==> src/rtl/rv_hazard_ctrl.sv <==
//------------------------------------------------------------------------------
// Module      : rv_hazard_ctrl
// Description : Pipeline hazard controller for a 5-stage RISC-V core.
//               Provides combinational operand forwarding selects and
//               stall/flush controls for load-use hazards (LOAD_LAT cycles),
//               multi-cycle multiply/divide waits and taken branches.
//               Optional macro RV_HAZARD_PERF_EN enables the saturating
//               StallCnt hazard-cycle counter; without it StallCnt is 0.
//               LOAD_LAT legal range is 1..4.
// Revision    : 1.0 - initial release
//------------------------------------------------------------------------------
`default_nettype none

module rv_hazard_ctrl #(
  parameter int AW       = 5,
  parameter int LOAD_LAT = 1
) (
  input  logic          clk,
  input  logic          reset,
  input  logic [AW-1:0] Rs1D,
  input  logic [AW-1:0] Rs2D,
  input  logic [AW-1:0] Rs1E,
  input  logic [AW-1:0] Rs2E,
  input  logic [AW-1:0] RdE,
  input  logic [AW-1:0] RdM,
  input  logic [AW-1:0] RdW,
  input  logic          RegWriteM,
  input  logic          RegWriteW,
  input  logic          LoadE,
  input  logic          PCSrcE,
  input  logic          MduStartE,
  input  logic          MduDone,
  output logic          StallF,
  output logic          StallD,
  output logic          StallE,
  output logic          FlushD,
  output logic          FlushE,
  output logic          FlushM,
  output logic [1:0]    ForwardAE,
  output logic [1:0]    ForwardBE,
  output logic [31:0]   StallCnt
);

  // FSM encoding
  localparam logic [1:0] ST_RUN     = 2'd0;
  localparam logic [1:0] ST_LDSTALL = 2'd1;
  localparam logic [1:0] ST_MDUWAIT = 2'd2;

  // Forwarding select encoding
  localparam logic [1:0] FWD_RF  = 2'b00;
  localparam logic [1:0] FWD_WB  = 2'b01;
  localparam logic [1:0] FWD_MEM = 2'b10;

  // Extra load-stall cycles spent in LDSTALL after the initial RUN stall cycle
  localparam logic [2:0] LAT_RELOAD = 3'(LOAD_LAT - 1);
  localparam bit         MULTI_LAT  = (LOAD_LAT > 1);

  logic [1:0] state;
  logic [1:0] state_nxt;
  logic [2:0] ld_cnt;
  logic [2:0] ld_cnt_nxt;
  logic       load_use;
  logic       mdu_begin;
  logic       m_wr_valid;
  logic       w_wr_valid;

  // Hazard detection terms; a destination of x0 never matches anything
  assign load_use   = LoadE && (RdE != '0) && ((RdE == Rs1D) || (RdE == Rs2D));
  assign mdu_begin  = MduStartE && !MduDone;
  assign m_wr_valid = RegWriteM && (RdM != '0);
  assign w_wr_valid = RegWriteW && (RdW != '0);

  // Forwarding selects: memory stage has priority over writeback
  always_comb begin
    ForwardAE = FWD_RF;
    ForwardBE = FWD_RF;
    if (m_wr_valid && (RdM == Rs1E)) begin
      ForwardAE = FWD_MEM;
    end else if (w_wr_valid && (RdW == Rs1E)) begin
      ForwardAE = FWD_WB;
    end
    if (m_wr_valid && (RdM == Rs2E)) begin
      ForwardBE = FWD_MEM;
    end else if (w_wr_valid && (RdW == Rs2E)) begin
      ForwardBE = FWD_WB;
    end
  end

  // State and load-stall counter registers
  always_ff @(posedge clk or posedge reset) begin
    if (reset) begin
      state  <= ST_RUN;
      ld_cnt <= 3'd0;
    end else begin
      state  <= state_nxt;
      ld_cnt <= ld_cnt_nxt;
    end
  end

  // Next-state logic; a taken branch wins over any new hazard in RUN
  always_comb begin
    state_nxt  = state;
    ld_cnt_nxt = ld_cnt;
    case (state)
      ST_RUN: begin
        if (PCSrcE) begin
          state_nxt = ST_RUN;
        end else if (mdu_begin) begin
          state_nxt = ST_MDUWAIT;
        end else if (load_use && MULTI_LAT) begin
          state_nxt  = ST_LDSTALL;
          ld_cnt_nxt = LAT_RELOAD;
        end
      end
      ST_LDSTALL: begin
        // Leave when this is the last stall cycle or a branch aborts the stall
        if (PCSrcE || (ld_cnt <= 3'd1)) begin
          state_nxt  = ST_RUN;
          ld_cnt_nxt = 3'd0;
        end else begin
          ld_cnt_nxt = ld_cnt - 3'd1;
        end
      end
      ST_MDUWAIT: begin
        // A branch cannot legally resolve while E is held, so PCSrcE is ignored
        if (MduDone) begin
          state_nxt = ST_RUN;
        end
      end
      default: begin
        state_nxt  = ST_RUN;
        ld_cnt_nxt = 3'd0;
      end
    endcase
  end

  // Stall/flush outputs, zero-latency from state and inputs, forced low in reset
  always_comb begin
    StallF = 1'b0;
    StallD = 1'b0;
    StallE = 1'b0;
    FlushD = 1'b0;
    FlushE = 1'b0;
    FlushM = 1'b0;
    if (!reset) begin
      case (state)
        ST_RUN: begin
          if (PCSrcE) begin
            FlushD = 1'b1;
            FlushE = 1'b1;
          end else if (mdu_begin) begin
            StallF = 1'b1;
            StallD = 1'b1;
            StallE = 1'b1;
            FlushM = 1'b1;
          end else if (load_use) begin
            StallF = 1'b1;
            StallD = 1'b1;
            FlushE = 1'b1;
          end
        end
        ST_LDSTALL: begin
          if (PCSrcE) begin
            FlushD = 1'b1;
            FlushE = 1'b1;
          end else begin
            StallF = 1'b1;
            StallD = 1'b1;
            FlushE = 1'b1;
          end
        end
        ST_MDUWAIT: begin
          if (!MduDone) begin
            StallF = 1'b1;
            StallD = 1'b1;
            StallE = 1'b1;
            FlushM = 1'b1;
          end
        end
        default: begin
          StallF = 1'b0;
        end
      endcase
    end
  end

`ifdef RV_HAZARD_PERF_EN
  // Saturating count of cycles in which fetch is held
  always_ff @(posedge clk or posedge reset) begin
    if (reset) begin
      StallCnt <= 32'd0;
    end else if (StallF && (StallCnt != 32'hFFFF_FFFF)) begin
      StallCnt <= StallCnt + 32'd1;
    end
  end
`else
  assign StallCnt = 32'd0;
`endif

endmodule

`default_nettype wire

==> config.mk <==
export PLATFORM = sky130hd
export DESIGN_NAME = rv_hazard_ctrl
export DESIGN_NICKNAME = d
export VERILOG_FILES = /design/src/rtl/rv_hazard_ctrl.sv
export SDC_FILE = /design/constraint.sdc
export NUM_CORES = 1
export LEC_CHECK = 0
export BUFFER_PORTS_ARGS = -buffer_cell sky130_fd_sc_hd__buf_2
export CELL_PAD_IN_SITES_DETAIL_PLACEMENT = 1
export CELL_PAD_IN_SITES_GLOBAL_PLACEMENT = 1
export CORE_UTILIZATION = 22
export CTS_CLUSTER_DIAMETER = 120
export DETAILED_ROUTE_END_ITERATION = 10
export GPL_ROUTABILITY_DRIVEN = 1
export GPL_TIMING_DRIVEN = 0
export PLACE_DENSITY_LB_ADDON = 0.2
export SYNTH_ARGS = -nofsm -noshare
export SYNTH_HDL_FRONTEND = slang
export SYNTH_SLANG_ARGS = --single-unit
==> constraint.sdc <==
create_clock -name clk -period 2.5 [get_ports clk]
set_input_delay 0.5 -clock clk [delete_from_list [all_inputs] [get_ports clk]]
set_output_delay 0.5 -clock clk [all_outputs]
set_load 0.05 [all_outputs]
==> results of run 1 <==
-- timing repair --
item,CTS,global route
setup endpoints to repair,1,1
resized for setup,1,1
buffers inserted,0,0
-- cells in the final DEF, fill, tap and decap left out --
| master | count |
|---|---|
| sky130_fd_sc_hd__buf_2 | 51 |
| sky130_fd_sc_hd__buf_4 | 34 |
| sky130_fd_sc_hd__conb_1 | 32 |
| sky130_fd_sc_hd__xor2_1 | 22 |
| sky130_fd_sc_hd__xnor2_1 | 8 |
| sky130_fd_sc_hd__inv_1 | 4 |
| sky130_fd_sc_hd__nand3_1 | 3 |
| sky130_fd_sc_hd__or4_1 | 3 |
| sky130_fd_sc_hd__nor3_1 | 3 |
| sky130_fd_sc_hd__nor2_1 | 3 |
| sky130_fd_sc_hd__nor4_2 | 2 |
| sky130_fd_sc_hd__nand2_1 | 2 |
| sky130_fd_sc_hd__nand2b_1 | 1 |
| sky130_fd_sc_hd__a21oi_1 | 1 |
| sky130_fd_sc_hd__or4_4 | 1 |
| sky130_fd_sc_hd__o21ai_2 | 1 |
| sky130_fd_sc_hd__o21ai_1 | 1 |
| sky130_fd_sc_hd__nor3_2 | 1 |
| sky130_fd_sc_hd__nor4_4 | 1 |
| sky130_fd_sc_hd__a22oi_1 | 1 |
| sky130_fd_sc_hd__nor2b_1 | 1 |
| sky130_fd_sc_hd__o211ai_1 | 1 |
| sky130_fd_sc_hd__o31ai_2 | 1 |
| sky130_fd_sc_hd__o31ai_4 | 1 |
| sky130_fd_sc_hd__buf_6 | 1 |
| sky130_fd_sc_hd__dfrtp_1 | 1 |
-- routing by layer --
| metal | up-vias | share of wire [%] | routed length, um | global-route usage, % |
|---|---|---|---|---|
| met1 | 359 | 39 | 813 | 13.7 |
| met5 | - | 0 | 0 | 0 |
| met3 | 0 | 9.5 | 199 | 0.216 |
| met2 | 54 | 52 | 1080 | 21.4 |
| li1 | 423 | - | - | - |
| met4 | 0 | 0 | 0 | 0 |
-- worst reg2reg max path, stage by stage (launching register included) --
cell	delay [ns]
sky130_fd_sc_hd__dfrtp_1	0.32
sky130_fd_sc_hd__inv_1	0.04
sky130_fd_sc_hd__a21oi_1	0.15
-- power by group --
group          switching, mW  total [mW]  internal (mW)
logic                  0.197       0.295         0.0976
registers           0.000530      0.0181         0.0175
clock network              0           0              0
-- worst max-delay path by stage --
stage                      start      endpoint  cells after the start
after floorplan           RdM[4]  ForwardAE[0]                      4
after global placement    RdM[1]  ForwardBE[0]                      6
after detailed placement  RdM[1]  ForwardBE[0]                      6
after CTS                 RdM[1]  ForwardBE[0]                      6
after global routing      RdM[1]  ForwardBE[0]                      6
final                     RdM[1]  ForwardBE[0]                      6
-- through the flow --
step | setup TNS [ns] | util (%) | hold WS (ns) | worst slack, ns | total power, mW
after CTS | 0 | 38.8 | 0.367 | 0.0359 | 0.312
after floorplan | -0.236 | - | 0.237 | -0.130 | 0.245
after detailed placement | -0.0208 | 38.8 | 0.367 | -0.0208 | 0.311
after global routing | 0 | 39.0 | 0.381 | 0.00106 | 0.333
after global placement | -0.0157 | 38.8 | 0.354 | -0.0157 | 0.306
final | 0 | 39.0 | 0.365 | 0.0568 | 0.313
-- cell type report --
class / instances / share of cell area [%]
flip-flops and latches: 1 / 2.05
multi-input cells: 90 / 49.4
plain buffers: 34 / 20.9
inverters: 4 / 1.23
well taps: 44 / 4.52
repair buffers: 52 / 21.9
-- logic make-up (layout without fill, tap and decap cells) --
group           Yosys count  count (layout)  synth area share [%]
buf+inv                  38              90                  36.4
xor+xnor                 30              30                  35.4
flops                     1               1                  3.37
simple gates             21              21                  17.7
compound gates            7               7                  6.58
other cells               1              32                 0.505
-- synthesized netlist by cell type (all sizes together) --
| library cell | count | area share, % |
|---|---|---|
| nand2b | 1 | 0.84 |
| nand2 | 2 | 1.0 |
| buf | 34 | 34 |
| nor2 | 3 | 1.5 |
| xnor2 | 8 | 9.4 |
| o21ai | 2 | 1.9 |
| nand3 | 3 | 2.0 |
| nor4 | 3 | 4.2 |
| a22oi | 1 | 1.0 |
| or4 | 4 | 4.6 |
| a21oi | 1 | 0.67 |
| inv | 4 | 2.0 |
| nor2b | 1 | 0.84 |
| o31ai | 2 | 2.0 |
| nor3 | 4 | 2.7 |
| conb | 1 | 0.51 |
| dfrtp | 1 | 3.4 |
| xor2 | 22 | 26 |
| o211ai | 1 | 1.0 |
==> summary.json, run 1 <==
{
  "outcome": "completed",
  "area_of_all_placed_cells_without_fillers_um2": 1220,
  "clock-skew-final_ns": 0,
  "syn_area_um2": 742,
  "place_hpwl_um": 2010,
  "ff2ff_setup_slack_ns": 1.89,
  "grt_use_total_pct": 10.8,
  "avg_wl_per_cell_um": 9.28,
  "rsz0062_at_grt": "false",
  "multiInputGateArea_um2": 602,
  "clk_pin_slew_worst_paths_ns": 0,
  "number_of_buffers_and_inverters_on_the_critical_path": 2,
  "post-route-period-util_pct": 97.7,
  "crit_path_end_kind": "output port",
  "design.die.area_um2": 3610,
  "crit_type": "primary input to output port",
  "final_hold_viol_count": 0,
  "layout.nets": 226,
  "globalplace.congestion": 0.830,
  "postSynthAreaPerCell_um2": 7.57,
  "layout-area-overhead-vs-synth_pct": 64.2,
  "antenna-diode-count": 0,
  "i_o_pin_total": 85,
  "power_leakage_nw": 0.701,
  "fill_cells": 408,
  "placement_rows": 20,
  "critical-path-slowest-cell": "sky130_fd_sc_hd__or4_4",
  "wirelength_um": 2090,
  "drt_drc_violations_left": 0,
  "regArea_um2": 25.0,
  "crit_arrival_ns": 1.94,
  "setup-violations-final": 0,
  "netlist_instances": 98,
  "worst_path_largest_cell_delay_ns": 0.53,
  "die_span_y_um": 60.1,
  "wire_length_of_the_first_global_routing_pass_um": 3110,
  "reg2reg_from": "state[1]",
  "largest_reg_flops": 1,
  "average_vias_per_placed_instance": 3.72,
  "worstReg2RegEnd": "state[1]",
  "peakVddDrop_mv": 0.0941,
  "clkLatencyLatePin_ns": 0,
  "fp.coreArea_um2": 3130,
  "drt_first_iter_violations": 20,
  "ant_nets": 0,
  "initial_utilization_pct": 23.7,
  "max_cap_viol_count": 0,
  "ys_warn_count": 0,
  "vias": 836,
  "slew_viol_final": 0,
  "port-buffer-count": 52,
  "synth-seq-area-share_pct": 3.37,
  "die_outline_width_um": 60.1,
  "finish.cell_count_without_fillers": 225,
  "post_route_cells_drive_above_1_share_pct": 51.9,
  "worstHoldPathType": "primary input to asynchronous set/reset pin",
  "numPlacedInstances": 225,
  "minimum_period_implied_by_the_final_worst_setup_slack_ns": 2.44,
  "largest-register": "state",
  "critical_path_peak_fanout": 3,
  "grt_start_max_net_pins": 4,
  "required_ns": 2.00,
  "worst_setup_path_start_kind": "primary input",
  "path_cells": "buf_2 > or4_4 > o21ai_2 > nor4_2 > nor4_4 > buf_6",
  "cpLargestDelayFamily": "simple AND/OR/NAND/NOR gates",
  "synthDistinctLibCells": 22,
  "fmax_mhz": 409,
  "r2r.worst_path.cells": 2,
  "antenna_violations_before_repair": 0,
  "drtPass1Iterations": 2,
  "number_of_buffers_inserted_for_hold_repair_after_clock_tree_synthesis": 0,
  "largestRegisters": "state (1)",
  "ffs_latches_synth": 1,
  "area_after_detailed_placement_um2": 1210,
  "grt_remaining_overflow": 0,
  "via_count_of_the_first_global_routing_pass": 767,
  "p_per_area_nw_per_um2": 257
}
Power figures use the tool's default switching activity.
==> run 2: changes to the inputs <==
==> constraint.sdc (replaced) <==
create_clock -name clk -period 2.5 [get_ports clk]
set_input_delay 0.125 -clock clk [delete_from_list [all_inputs] [get_ports clk]]
set_output_delay 0.125 -clock clk [all_outputs]
set_load 0.05 [all_outputs]
==> summary.json, run 2 (synthesis gave the netlist of run 1 again) <==
{
  "fin_worst_hold_slack_ns": 0.315,
  "grt_start_max_net_pins": 4,
  "peakVddDrop_mv": 0.0816,
  "setup_total_negative_slack_ns": 0,
  "number_of_buffers_and_inverters_on_the_critical_path": 4,
  "layout.nets": 227,
  "area_after_detailed_placement_um2": 1180,
  "outcome": "completed",
  "required_ns": 2.38,
  "power_leakage_nw": 0.698,
  "clkLatencyLatePin_ns": 0,
  "regArea_um2": 25.0,
  "vias": 853,
  "post-route-period-util_pct": 72.0,
  "drtPass1Iterations": 3,
  "max_cap_viol_count": 0,
  "fp.coreArea_um2": 3130,
  "dp_worst_setup_slack_ns": 0.762,
  "average_vias_per_placed_instance": 3.77,
  "clock-skew-final_ns": 0,
  "critical-path-slowest-cell": "sky130_fd_sc_hd__dlygate4sd3_1",
  "largest_reg_flops": 1,
  "mostFrequentLayoutCells": "52 x sky130_fd_sc_hd__buf_2, 34 x sky130_fd_sc_hd__buf_4, 32 x sky130_fd_sc_hd__conb_1",
  "design.die.area_um2": 3610,
  "antenna-diode-count": 0,
  "place_hpwl_um": 2000,
  "final_util_pct": 38.0,
  "crit_type": "primary input to output port",
  "final_hold_viol_count": 0,
  "grt_use_total_pct": 10.8,
  "ff2ff_setup_slack_ns": 1.88,
  "path_cells": "dlygate4sd3_1 > buf_2 > nor2_1 > o211ai_1 > o31ai_1 > buf_4 > buf_2",
  "worst_setup_path_start_kind": "primary input",
  "avg_wl_per_cell_um": 9.15,
  "drt_drc_violations_left": 0,
  "setup-violations-final": 0,
  "cell_with_the_most_instances_on_the_worst_path": "sky130_fd_sc_hd__buf_2",
  "area_of_all_placed_cells_without_fillers_um2": 1190,
  "p_per_area_nw_per_um2": 259,
  "initial_utilization_pct": 23.7,
  "layout.cells.most_common": "sky130_fd_sc_hd__buf_2",
  "clk_pin_slew_worst_paths_ns": 0,
  "worstHoldPathType": "primary input to flop",
  "wirelength_um": 2070,
  "largest-register": "state",
  "worst_path_largest_cell_delay_ns": 0.53,
  "placement_rows": 20,
  "crit_arrival_ns": 1.68,
  "die_span_y_um": 60.1,
  "crit_path_end_kind": "output port",
  "fill_cells": 432,
  "drt_first_iter_violations": 17,
  "wire_length_of_the_first_global_routing_pass_um": 3130,
  "fmax_mhz": 555,
  "minimum_period_implied_by_the_final_worst_setup_slack_ns": 1.80,
  "rsz0062_at_grt": "false",
  "critical_path_peak_fanout": 2,
  "slew_viol_final": 0,
  "antenna_violations_before_repair": 0,
  "multiInputGateArea_um2": 569,
  "globalplace.congestion": 0.817,
  "cpLargestDelayFamily": "buffers and inverters",
  "largestRegisters": "state (1)",
  "grt_remaining_overflow": 0,
  "i_o_pin_total": 85,
  "post_route_cells_drive_above_1_share_pct": 50.0,
  "fin_ws_ns": 0.699,
  "layout-area-overhead-vs-synth_pct": 60.4,
  "ant_nets": 0,
  "port-buffer-count": 52,
  "die_outline_width_um": 60.1,
  "via_count_of_the_first_global_routing_pass": 768
}
-- run 2: report_power, final --
part	internal, mW	switching [mW]	total [mW]
combinational	0.0969	0.193	0.290
clock	0	0	0
sequential	0.0175	0.000502	0.0180
total	0.114	0.193	0.308
-- run 2: routing by layer --
layer | routed length, um | vias to the layer above | global-route usage (%)
met5 | 0 | - | 0
met4 | 21 | 0 | 1.33
met3 | 234 | 2 | 0.866
met2 | 1040 | 59 | 21.4
met1 | 769 | 369 | 12.5
li1 | - | 423 | -
-- run 2: final timing paths --
check | depth (start not counted) | endpoint | start
setup / recovery | 7 | StallF | reset
min in group asynchronous | 3 | state[1] | reset
hold reg to reg | 2 | state[1] | state[1]
hold / removal | 2 | state[1] | MduDone
max in group asynchronous | 3 | state[1] | reset
setup reg to reg | 2 | state[1] | state[1]
-- run 2: area by class of cell --
type / instances / area share, %
Buffer: 34 / 21.5
Inverter: 4 / 1.26
Multi-Input combinational cell: 90 / 47.8
Sequential cell: 1 / 2.10
Tap cell: 44 / 4.63
Timing Repair Buffer: 53 / 22.7
-- run 2: metrics by stage --
stage	cells	power [mW]
after floorplan	129	0.239
after global placement	225	0.301
after detailed placement	225	0.305
after CTS	226	0.307
after global routing	226	0.328
final	226	0.308
-- run 2: repair_timing --
item,4_1_cts,5_1_grt
endpoints found under the hold margin,1,0
setup buffers,0,0
hold buffers,1,0
gates resized for setup,0,0
==> run 3: changes to the inputs <==
Settings changed: ABC_AREA set to 1, CORE_UTILIZATION 22 to 20.
Clock period 2.5 ns to 1.6 ns, I/O delays scaled along.
==> summary.json, run 3 <==
{
  "worst_path_largest_cell_delay_ns": 0.54,
  "globalplace.congestion": 0.677,
  "synth-edff-count": 0,
  "netlist_instances": 140,
  "critical_path_peak_fanout": 3,
  "via_count_of_the_first_global_routing_pass": 880,
  "layout.nets": 269,
  "synth.cells.most_frequent": "34 x sky130_fd_sc_hd__buf_4, 26 x sky130_fd_sc_hd__nand2_1, 17 x sky130_fd_sc_hd__inv_1, 13 x sky130_fd_sc_hd__nor2_1, 12 x sky130_fd_sc_hd__xnor2_1",
  "worstHoldPathType": "primary input to flop",
  "clock-skew-final_ns": 0,
  "fin_worst_hold_slack_ns": 0.281,
  "fill_cells": 587,
  "design.die.area_um2": 4620,
  "final_hold_viol_count": 0,
  "grt_remaining_overflow": 0,
  "cpLargestDelayFamily": "buffers and inverters",
  "avg_wl_per_cell_um": 8.24,
  "slew_viol_final": 0,
  "drt_first_iter_violations": 23,
  "layout.cells.most_common": "sky130_fd_sc_hd__buf_2",
  "crit_path_end_kind": "output port",
  "post_route_cells_drive_above_1_share_pct": 43.8,
  "critical-path-slowest-cell": "sky130_fd_sc_hd__dlygate4sd3_1",
  "grt_use_total_pct": 9.51,
  "wire_length_of_the_first_global_routing_pass_um": 3560,
  "regArea_um2": 25.0,
  "synth_top_cells_by_area": "sky130_fd_sc_hd__buf_4 29%, sky130_fd_sc_hd__xnor2_1 12%, sky130_fd_sc_hd__nand2_1 11%",
  "initial_utilization_pct": 21.3,
  "power_leakage_nw": 0.828,
  "rsz0062_at_grt": "false",
  "synthDistinctLibCells": 19,
  "synth-async-reset-ratio_pct": 100,
  "vias": 1007,
  "die_outline_width_um": 67.9,
  "port-buffer-count": 52,
  "max_cap_viol_count": 0,
  "largest-register": "state",
  "post-route-period-util_pct": 93.9,
  "syn_area_um2": 870,
  "required_ns": 1.52,
  "synthDominantCellAreaShare_pct": 29.4,
  "mostFrequentLayoutCells": "51 x sky130_fd_sc_hd__buf_2, 34 x sky130_fd_sc_hd__buf_4, 32 x sky130_fd_sc_hd__conb_1",
  "placement_rows": 23,
  "p_total_uw": 509,
  "ys_flop_type": "sky130_fd_sc_hd__dfrtp_1",
  "largestRegisters": "state (1)",
  "ffs_latches_synth": 1,
  "multiInputGateArea_um2": 641,
  "drt_drc_violations_left": 0,
  "average_vias_per_placed_instance": 3.68,
  "die_span_y_um": 67.9,
  "ys_warn_count": 0,
  "finish.cell_count_without_fillers": 274,
  "p_per_area_nw_per_um2": 382,
  "crit_type": "primary input to output port",
  "place_hpwl_um": 2190,
  "peakVddDrop_mv": 0.130,
  "drtPass1Iterations": 3,
  "grt_start_max_net_pins": 5,
  "fmax_mhz": 666,
  "clkLatencyLatePin_ns": 0,
  "largest_reg_flops": 1,
  "synth-seq-area-share_pct": 2.88,
  "yosysMostFrequentCell": "sky130_fd_sc_hd__buf_4",
  "outcome": "completed",
  "setup-violations-final": 0,
  "numPlacedInstances": 273,
  "ant_nets": 0,
  "worst_setup_path_start_kind": "primary input",
  "number_of_buffers_and_inverters_on_the_critical_path": 5,
  "minimum_period_implied_by_the_final_worst_setup_slack_ns": 1.50,
  "layout-area-overhead-vs-synth_pct": 53.1,
  "crit_arrival_ns": 1.42,
  "i_o_pin_total": 85,
  "fp.coreArea_um2": 4090,
  "path_cells": "dlygate4sd3_1 > buf_2 > inv_1 > o21ai_0 > a21oi_2 > buf_4 > clkbuf_4",
  "clk_pin_slew_worst_paths_ns": 0,
  "postSynthAreaPerCell_um2": 6.21,
  "antenna_violations_before_repair": 0,
  "antenna-diode-count": 0,
  "cell_taking_the_most_area_after_synthesis": "sky130_fd_sc_hd__buf_4",
  "wirelength_um": 2260
}
==> run 3: changes by cell type after synthesis, moves of 3 or more <==
cell	change
sky130_fd_sc_hd__or4_1	-3
sky130_fd_sc_hd__o21ai_0	+4
sky130_fd_sc_hd__inv_1	+13
sky130_fd_sc_hd__nand2_1	+24
sky130_fd_sc_hd__xnor2_1	+4
sky130_fd_sc_hd__inv_2	+3
sky130_fd_sc_hd__nor2_1	+10
sky130_fd_sc_hd__xor2_1	-12
sky130_fd_sc_hd__nand4_1	+3
==> run 3: cells by family after synthesis <==
logic type,after synthesis,share of synthesized area [%]
DFF,1,2.88
other,1,0.431
xor gates and xnor gates,22,22.2
AOI/OAI and AO/OA,7,5.61
buffers and inverters,54,38.0
and+or+nand+nor,55,30.9
==> run 3: path summary, 6_finish.rpt <==
kind                       startpoint        to  slack (ns)  cells after the start
setup / recovery                reset    StallF         0.1                      7
hold / removal                MduDone  state[1]        0.28                      2
setup reg to reg             state[1]  state[1]        0.77                      4
min in group asynchronous       reset  state[1]        0.54                      3
max in group asynchronous       reset  state[1]        0.94                      3
hold reg to reg              state[1]  state[1]        0.70                      4
==> run 3: repair_timing <==
action	in CTS	in global routing
hold endpoints to repair	1	0
hold buffers	1	0
endpoints found under the setup margin	0	1
setup buffers	0	0
gates resized for setup	0	1
==> run 3: where the power goes <==
group / internal [mW] / switching (mW) / total (mW)
combinational: 0.160 / 0.321 / 0.481
clock: 0 / 0 / 0
sequential: 0.0271 / 0.000906 / 0.0280
total: 0.187 / 0.322 / 0.509
==> run 3: through the flow <==
step	TNS (ns)	worst slack (ns)	cell area [um^2]	util, %
final	0	0.0980	1330	32.6
after global routing	0	0.0203	1330	32.6
after CTS	0	0.0553	1330	32.5
after detailed placement	0	0.312	1320	32.3
after global placement	0	0.331	1320	32.3
after floorplan	-0.00108	-0.00108	996	-
==> run 3: layout make-up <==
cell class	count	area share, %
Buffer	34	19.2
Inverter	20	5.64
Multi-Input combinational cell	116	48.1
Sequential cell	1	1.88
Tap cell	50	4.70
Timing Repair Buffer	53	20.5
==> run 3: per-layer routing <==
layer | routed length [um] | track usage, %
met5 | 0 | 0
met4 | 0 | 0
met3 | 285 | 1.00
met2 | 992 | 17.4
met1 | 979 | 12.5
